## config.mk

```make
export PLATFORM = sky130hd
export DESIGN_NAME = hamming_deint_rx
export DESIGN_NICKNAME = d
export VERILOG_FILES = /design/src/rtl/hamming_deint_rx.sv
export SDC_FILE = /design/constraint.sdc
export NUM_CORES = 1
export LEC_CHECK = 0
export CAP_MARGIN = 15
export CORE_MARGIN = 2
export CORE_UTILIZATION = 58
export DETAILED_ROUTE_END_ITERATION = 12
export GPL_ROUTABILITY_DRIVEN = 0
export PLACE_DENSITY = 0.79
export SETUP_SLACK_MARGIN = 0.1
export SYNTH_ARGS = -nofsm -noshare
export SYNTH_HDL_FRONTEND = slang
export SYNTH_SLANG_ARGS = --single-unit
export TNS_END_PERCENT = 1
```

## constraint.sdc

```tcl
create_clock -name clk -period 2.83 [get_ports clk]
set_clock_uncertainty 0.2 [all_clocks]
set_input_delay 0.283 -clock clk [delete_from_list [all_inputs] [get_ports clk]]
set_output_delay 0.283 -clock clk [all_outputs]
set_load 0.1 [all_outputs]
```

## src/rtl/hamming_deint_rx.sv

```systemverilog
// hamming_deint_rx
//   Serial receive back end for the Hamming/interleave link. Collects a
//   28-bit frame one bit per strobe, undoes the 4x7 block interleave, then
//   decodes four Hamming(7,4) codewords (one per cycle) and presents the
//   recovered 16-bit word with one error flag per codeword.
//
//   Build option: define HAMMING_RX_CORRECT_EN to apply single-bit
//   correction. Without it the block is detect-only: the data nibbles are
//   taken uncorrected, and err_mask is reported the same way.
//
// Ports
//   clk        in   system clock, rising edge
//   rst        in   synchronous active-high reset
//   ser_in     in   received line bit, sampled when ser_valid=1
//   ser_valid  in   bit strobe
//   ser_sof    in   start of frame (bit t=0), qualified by ser_valid
//   data_out   out  [15:0] decoded word, held until the next frame completes
//   data_valid out  one-cycle pulse when data_out/err_mask update
//   err_mask   out  [3:0] bit r set when codeword r had a nonzero syndrome
//   overrun    out  one-cycle pulse the cycle after a strobe is dropped
//   state_dbg  out  [1:0] current FSM state (0 IDLE, 1 RECV, 2 DECODE, 3 OUT)
//
// Handshake: ser_valid is a plain strobe with no back-pressure. A strobe is
// consumed in IDLE (only with ser_sof) and in RECV; in DECODE/OUT it is
// dropped and flagged through overrun.

module hamming_deint_rx (
   input  logic        clk,
   input  logic        rst,
   input  logic        ser_in,
   input  logic        ser_valid,
   input  logic        ser_sof,
   output logic [15:0] data_out,
   output logic        data_valid,
   output logic [3:0]  err_mask,
   output logic        overrun,
   output logic [1:0]  state_dbg
);

   typedef enum logic [1:0] {
      IDLE   = 2'd0,
      RECV   = 2'd1,
      DECODE = 2'd2,
      OUT    = 2'd3
   } state_t;

   state_t      state;
   logic [4:0]  bit_cnt;
   // cw_buf[r][c]: bit c holds Hamming position c+1 of codeword r
   logic [6:0]  cw_buf [4];
   logic [1:0]  dec_idx;
   logic [15:0] data_shadow;
   logic [3:0]  err_shadow;

   // Decode datapath for the codeword selected by dec_idx
   logic [6:0]  cur_w;
   logic [6:0]  dat_w;
   logic [2:0]  syn;
   logic        syn_nz;
   logic [3:0]  nib;

   always_comb begin
      cur_w  = cw_buf[dec_idx];
      syn[0] = cur_w[0] ^ cur_w[2] ^ cur_w[4] ^ cur_w[6];
      syn[1] = cur_w[1] ^ cur_w[2] ^ cur_w[5] ^ cur_w[6];
      syn[2] = cur_w[3] ^ cur_w[4] ^ cur_w[5] ^ cur_w[6];
      syn_nz = |syn;
      dat_w  = cur_w;
`ifdef HAMMING_RX_CORRECT_EN
      // Syndrome value is the 1-based position of the bad bit
      if (syn_nz) begin
         dat_w[syn - 3'd1] = ~cur_w[syn - 3'd1];
      end
`endif
      // Data bits d1..d4 live at positions 3,5,6,7; d1 is the nibble MSB
      nib = {dat_w[2], dat_w[4], dat_w[5], dat_w[6]};
   end

   always_ff @(posedge clk) begin
      if (rst) begin
         state       <= IDLE;
         bit_cnt     <= 5'd0;
         dec_idx     <= 2'd0;
         data_shadow <= 16'h0000;
         err_shadow  <= 4'b0000;
         data_out    <= 16'h0000;
         err_mask    <= 4'b0000;
         data_valid  <= 1'b0;
         overrun     <= 1'b0;
         for (int i = 0; i < 4; i++) begin
            cw_buf[i] <= 7'd0;
         end
      end else begin
         data_valid <= 1'b0;
         overrun    <= ser_valid && (state == DECODE || state == OUT);

         case (state)
            IDLE: begin
               if (ser_valid && ser_sof) begin
                  cw_buf[0][0] <= ser_in;
                  bit_cnt      <= 5'd1;
                  state        <= RECV;
               end
            end

            RECV: begin
               if (ser_valid) begin
                  if (ser_sof) begin
                     // Restart wins over completing the current frame
                     cw_buf[0][0] <= ser_in;
                     bit_cnt      <= 5'd1;
                  end else begin
                     // t%4 selects the codeword, t/4 the bit within it
                     cw_buf[bit_cnt[1:0]][bit_cnt[4:2]] <= ser_in;
                     if (bit_cnt == 5'd27) begin
                        bit_cnt <= 5'd0;
                        dec_idx <= 2'd0;
                        state   <= DECODE;
                     end else begin
                        bit_cnt <= bit_cnt + 5'd1;
                     end
                  end
               end
            end

            DECODE: begin
               // Codeword r fills data[15-4r -: 4]; 4*(3-r) == {~r,2'b00}
               data_shadow[{~dec_idx, 2'b00} +: 4] <= nib;
               err_shadow[dec_idx]                 <= syn_nz;
               dec_idx                             <= dec_idx + 2'd1;
               if (dec_idx == 2'd3) begin
                  // Load the outputs straight away so data_valid is high
                  // during the OUT cycle together with the new word.
                  data_out   <= {data_shadow[15:4], nib};
                  err_mask   <= {syn_nz, err_shadow[2:0]};
                  data_valid <= 1'b1;
                  state      <= OUT;
               end
            end

            OUT: begin
               state <= IDLE;
            end

            default: state <= IDLE;
         endcase
      end
   end

   assign state_dbg = state;

endmodule

```

==> metrics.md <==
| Metric | Value |
|---|---|
| NetSw | 0.904 mW |
| Pwr per Cell Area | ~670 mW/mm^2 |
| Sw frac | 0.330 |
| Hold_buf cts | 0 |
| Comb power frac | 0.270 |
| Worst Tran Pin Value | 0.824 ns |
| Synthesized area | approximately 0.0036 mm^2 |
| Library cells used by synthesis | 49 |
| Final WL | approximately 7300 um |
| Post-synthesis sequential area ratio | 0.495 |
| EDFF count, synth | 28 |
| Final ANT Viol Nets | 0 |
| DIE HEIGHT | 83.2 um |
| Reg2reg path depth | 7 |
| H-Tree Depth | 3 |
| Total grt overflow | 0 |
| Number of global-route vias before repair | 2553 |
| Final #Nets | 407 |
| CP Launch Type | register |
| Final Hold Viols | 0 |
| CP Cell Sequence | inv_1, ha_1, nand2b_1, a311oi_2, buf_4, nand2_1, o21bai_1 |
| Fmax | 0.413 GHz |
| Synth top area share | 0.264 |
| Post-layout util | 0.683 |
| RSZ-0062 raised after global routing | false |
| Via count | about 2800 |
| CTS resizes | 0 |
| Hold Path Depth | 2 |
| Largest net degree at the start of global routing | 68 |
| GRT Total Usage | 0.213 |
| Yosys top cell by area | dfxtp_1 |
| Critical R2R Launch | state_dbg[1] |
| Vias per cell | 5.91 |
| Die X-Extent | 83.2 um |
| Buf/Inv on CP | 2 |
| Top post-synthesis cells by count | 51 x nor2_1, 48 x dfxtp_1, 46 x nand2_1, 36 x a21oi_1, 28 x edfxtp_1 |
| DRT iter0 DRCs | 134 |
| Worst hold start | rst |
| Reg clk slew, reported paths | 0.08 ns |
| Non-Filler Instances | 472 |
| Wire length of the first global-routing pass | between 10000 and 15000 um |
| Final setup TNS | 0 ns |
| Register share of total power | 0.457 |
| Critical Path AT | 2.27 ns |
| Inserted Clock Buffers | 9 |
| Worst EP required | 2.68 ns |
| Drt drc | 0 |
| Most frequent cell after synthesis | nor2_1 |
| Post-synth ARST share | 0 |
| Hold crit path type | primary input to register |
| Max-slew headroom | 0.451 |
| Wire per inst | 15.5 um |
| Area Growth Syn to Fin | 12.5% |
| Number of synthesis warnings | 0 |
| Leakage | between 1 and 1.5 nW |
| Post-Syn Instances | 367 |
| Syn_nets | 382 |
| Initial antenna violation count | 0 |
| Cell family with most CP delay | compound AO/OA/AOI/OAI gates |
| Hpwl dp | 4990 um |
| Flop-to-flop setup slack | 0.41 ns |
| Syn Area/Cell | 9.91 um^2 |
| Final slew viol count | 0 |
| DIE AREA | around 0.007 mm^2 |
| Antenna Cells | 0 |
| # rows | 28 |
| Critical setup path kind | register to register |
| Setup Viol. Count Final | 0 |
| CTS tree | done |
| R2r endpoint | cw_buf[2][2] |
| Maxcap violations | 0 |
| Router iterations before antenna repair | 4 |
| I/O pins | 29 |
| Hold Slack | between 0.03 and 0.04 ns |
| CP max stage cell | ha_1 |
| Initial Util | 0.607 |
| Worst vdd ir | 0.382 mV |
| Clock power frac | 0.272 |
| Worst-path maximum fanout | 10 |
| Tmin final | between 2 and 2.5 ns |
| Synth Flop Type | dfxtp_1 |
| Root Driver | clkbuf_8 |
| Layout cells sized above 1 | 0.154 |
| P_int | 1.84 mW |
| Outcome | complete, no violations |
| CP Capture Type | register |
| PortBufs | 28 |
| Final period utilization | 0.855 |
| Cell total after placement | 456 |
| End of the worst hold path | state_dbg[1] |
| CP peak stage delay | 0.35 ns |
| Total core area | ~0.006 mm^2 |
| Synth Register Bits | 76 |
| Setup Buffers After CTS | 0 |
| Most area-consuming cells after synthesis | dfxtp_1 26%, edfxtp_1 23%, nor2_1 5.3%, a21oi_1 5.0%, nand2_1 4.7% |
| Deepest clock path buffer count | 2 |
| Clk_lat worst skew | around 0.35 ns |
| Clk sinks | 76 |
| WP depth | 7 |
[worst max-delay path by stage]
stage | end | slack, ns | from
after detailed placement | cw_buf[0][5] | 0.39 | ser_valid
after global routing | cw_buf[0][1] | 0.22 | state_dbg[1]
after CTS | err_shadow[2] | 0.40 | register
final | cw_buf[2][2] | 0.41 | state_dbg[1]
after floorplan | cw_buf[3][6] | 0.16 | state_dbg[1]
after global placement | err_shadow[2] | 0.40 | register
[through the flow]
step | cell area (um^2) | worst slack [ns] | power (mW)
6_report | 4090 | 0.409 | 2.74
5_1_grt | 4090 | 0.222 | 2.86
4_1_cts | 4090 | 0.404 | 2.75
3_5_place_dp | 3920 | 0.387 | 2.02
3_3_place_gp | 3920 | 0.401 | 2.00
2_1_floorplan | 3640 | 0.158 | 1.86
[area by class of cell]
| type | count | area [um^2] |
|---|---|---|
| multi-input combinational | 263 | 1720 |
| fill | 497 | 1900 |
| clock buffer | 12 | 149 |
| timing repair buffer | 37 | 283 |
| clock inverter | 4 | 23.8 |
| sequential | 76 | 1810 |
| inverter | 5 | 18.8 |
| tap | 75 | 93.8 |
[kinds of logic (layout without fill, tap and decap cells)]
family,Yosys count,count (layout),synth area share
muxes,8,8,0.0505
buffers and inverters,28,58,0.0323
adders and majority gates,10,10,0.0344
xor gates and xnor gates,4,4,0.0261
AOI/OAI and AO/OA,93,93,0.170
and+or+nand+nor,148,148,0.191
DFF,76,76,0.495
[worst register-to-register path, delay by kind of cell, from the launching register on]
kind / cells / cell delay [ns]
and+or+nand+nor: 2 / 0.35
buffers and inverters: 2 / 0.32
adders and majority gates: 1 / 0.35
DFF: 1 / 0.34
AOI/OAI and AO/OA: 2 / 0.58
[sequential cells by signal (all words and copies together) (netlist names), 2 cells and up, named ones only]
register	count
cw_buf	28
data_shadow	12
dec_idx	2
data_out	16
bit_cnt	5
err_shadow	3
err_mask	4
state_dbg	2
[power by group through the flow]
stage	sequential, mW	clock, mW	combinational [mW]
after global routing	1.26	0.795	0.804
after detailed placement	1.28	0	0.737
after floorplan	1.36	0	0.497
after global placement	1.28	0	0.719
final	1.25	0.746	0.741
after CTS	1.26	0.753	0.739
[placed cells by master, fill, tap and decap left out, types with 3 or more instances in the layout]
cell type and instances:
o21ai_0 6, clkbuf_8 10, nor4_1 5, edfxtp_1 28, nand2_1 46, o21bai_1 21
mux4_2 3, nor2_1 51, xnor3_2 3, nand2b_1 5, dfxtp_1 46, inv_1 5
nor2b_1 6, nand3_1 11, mux4_1 4, a2111oi_1 3, and2_1 4, o211ai_1 3
nor3_1 5, ha_1 10, clkdlybuf4s50_1 3, a22oi_1 12, nor3b_1 3, a21oi_1 36
buf_4 33
[routing by layer]
layer | track usage | share of wire
met5 | 0 | 0
met4 | 0.0656 | 0.012
met3 | 0.0477 | 0.050
met2 | 0.362 | 0.49
met1 | 0.270 | 0.45
No activity file was read; power rests on OpenSTA's default activity.
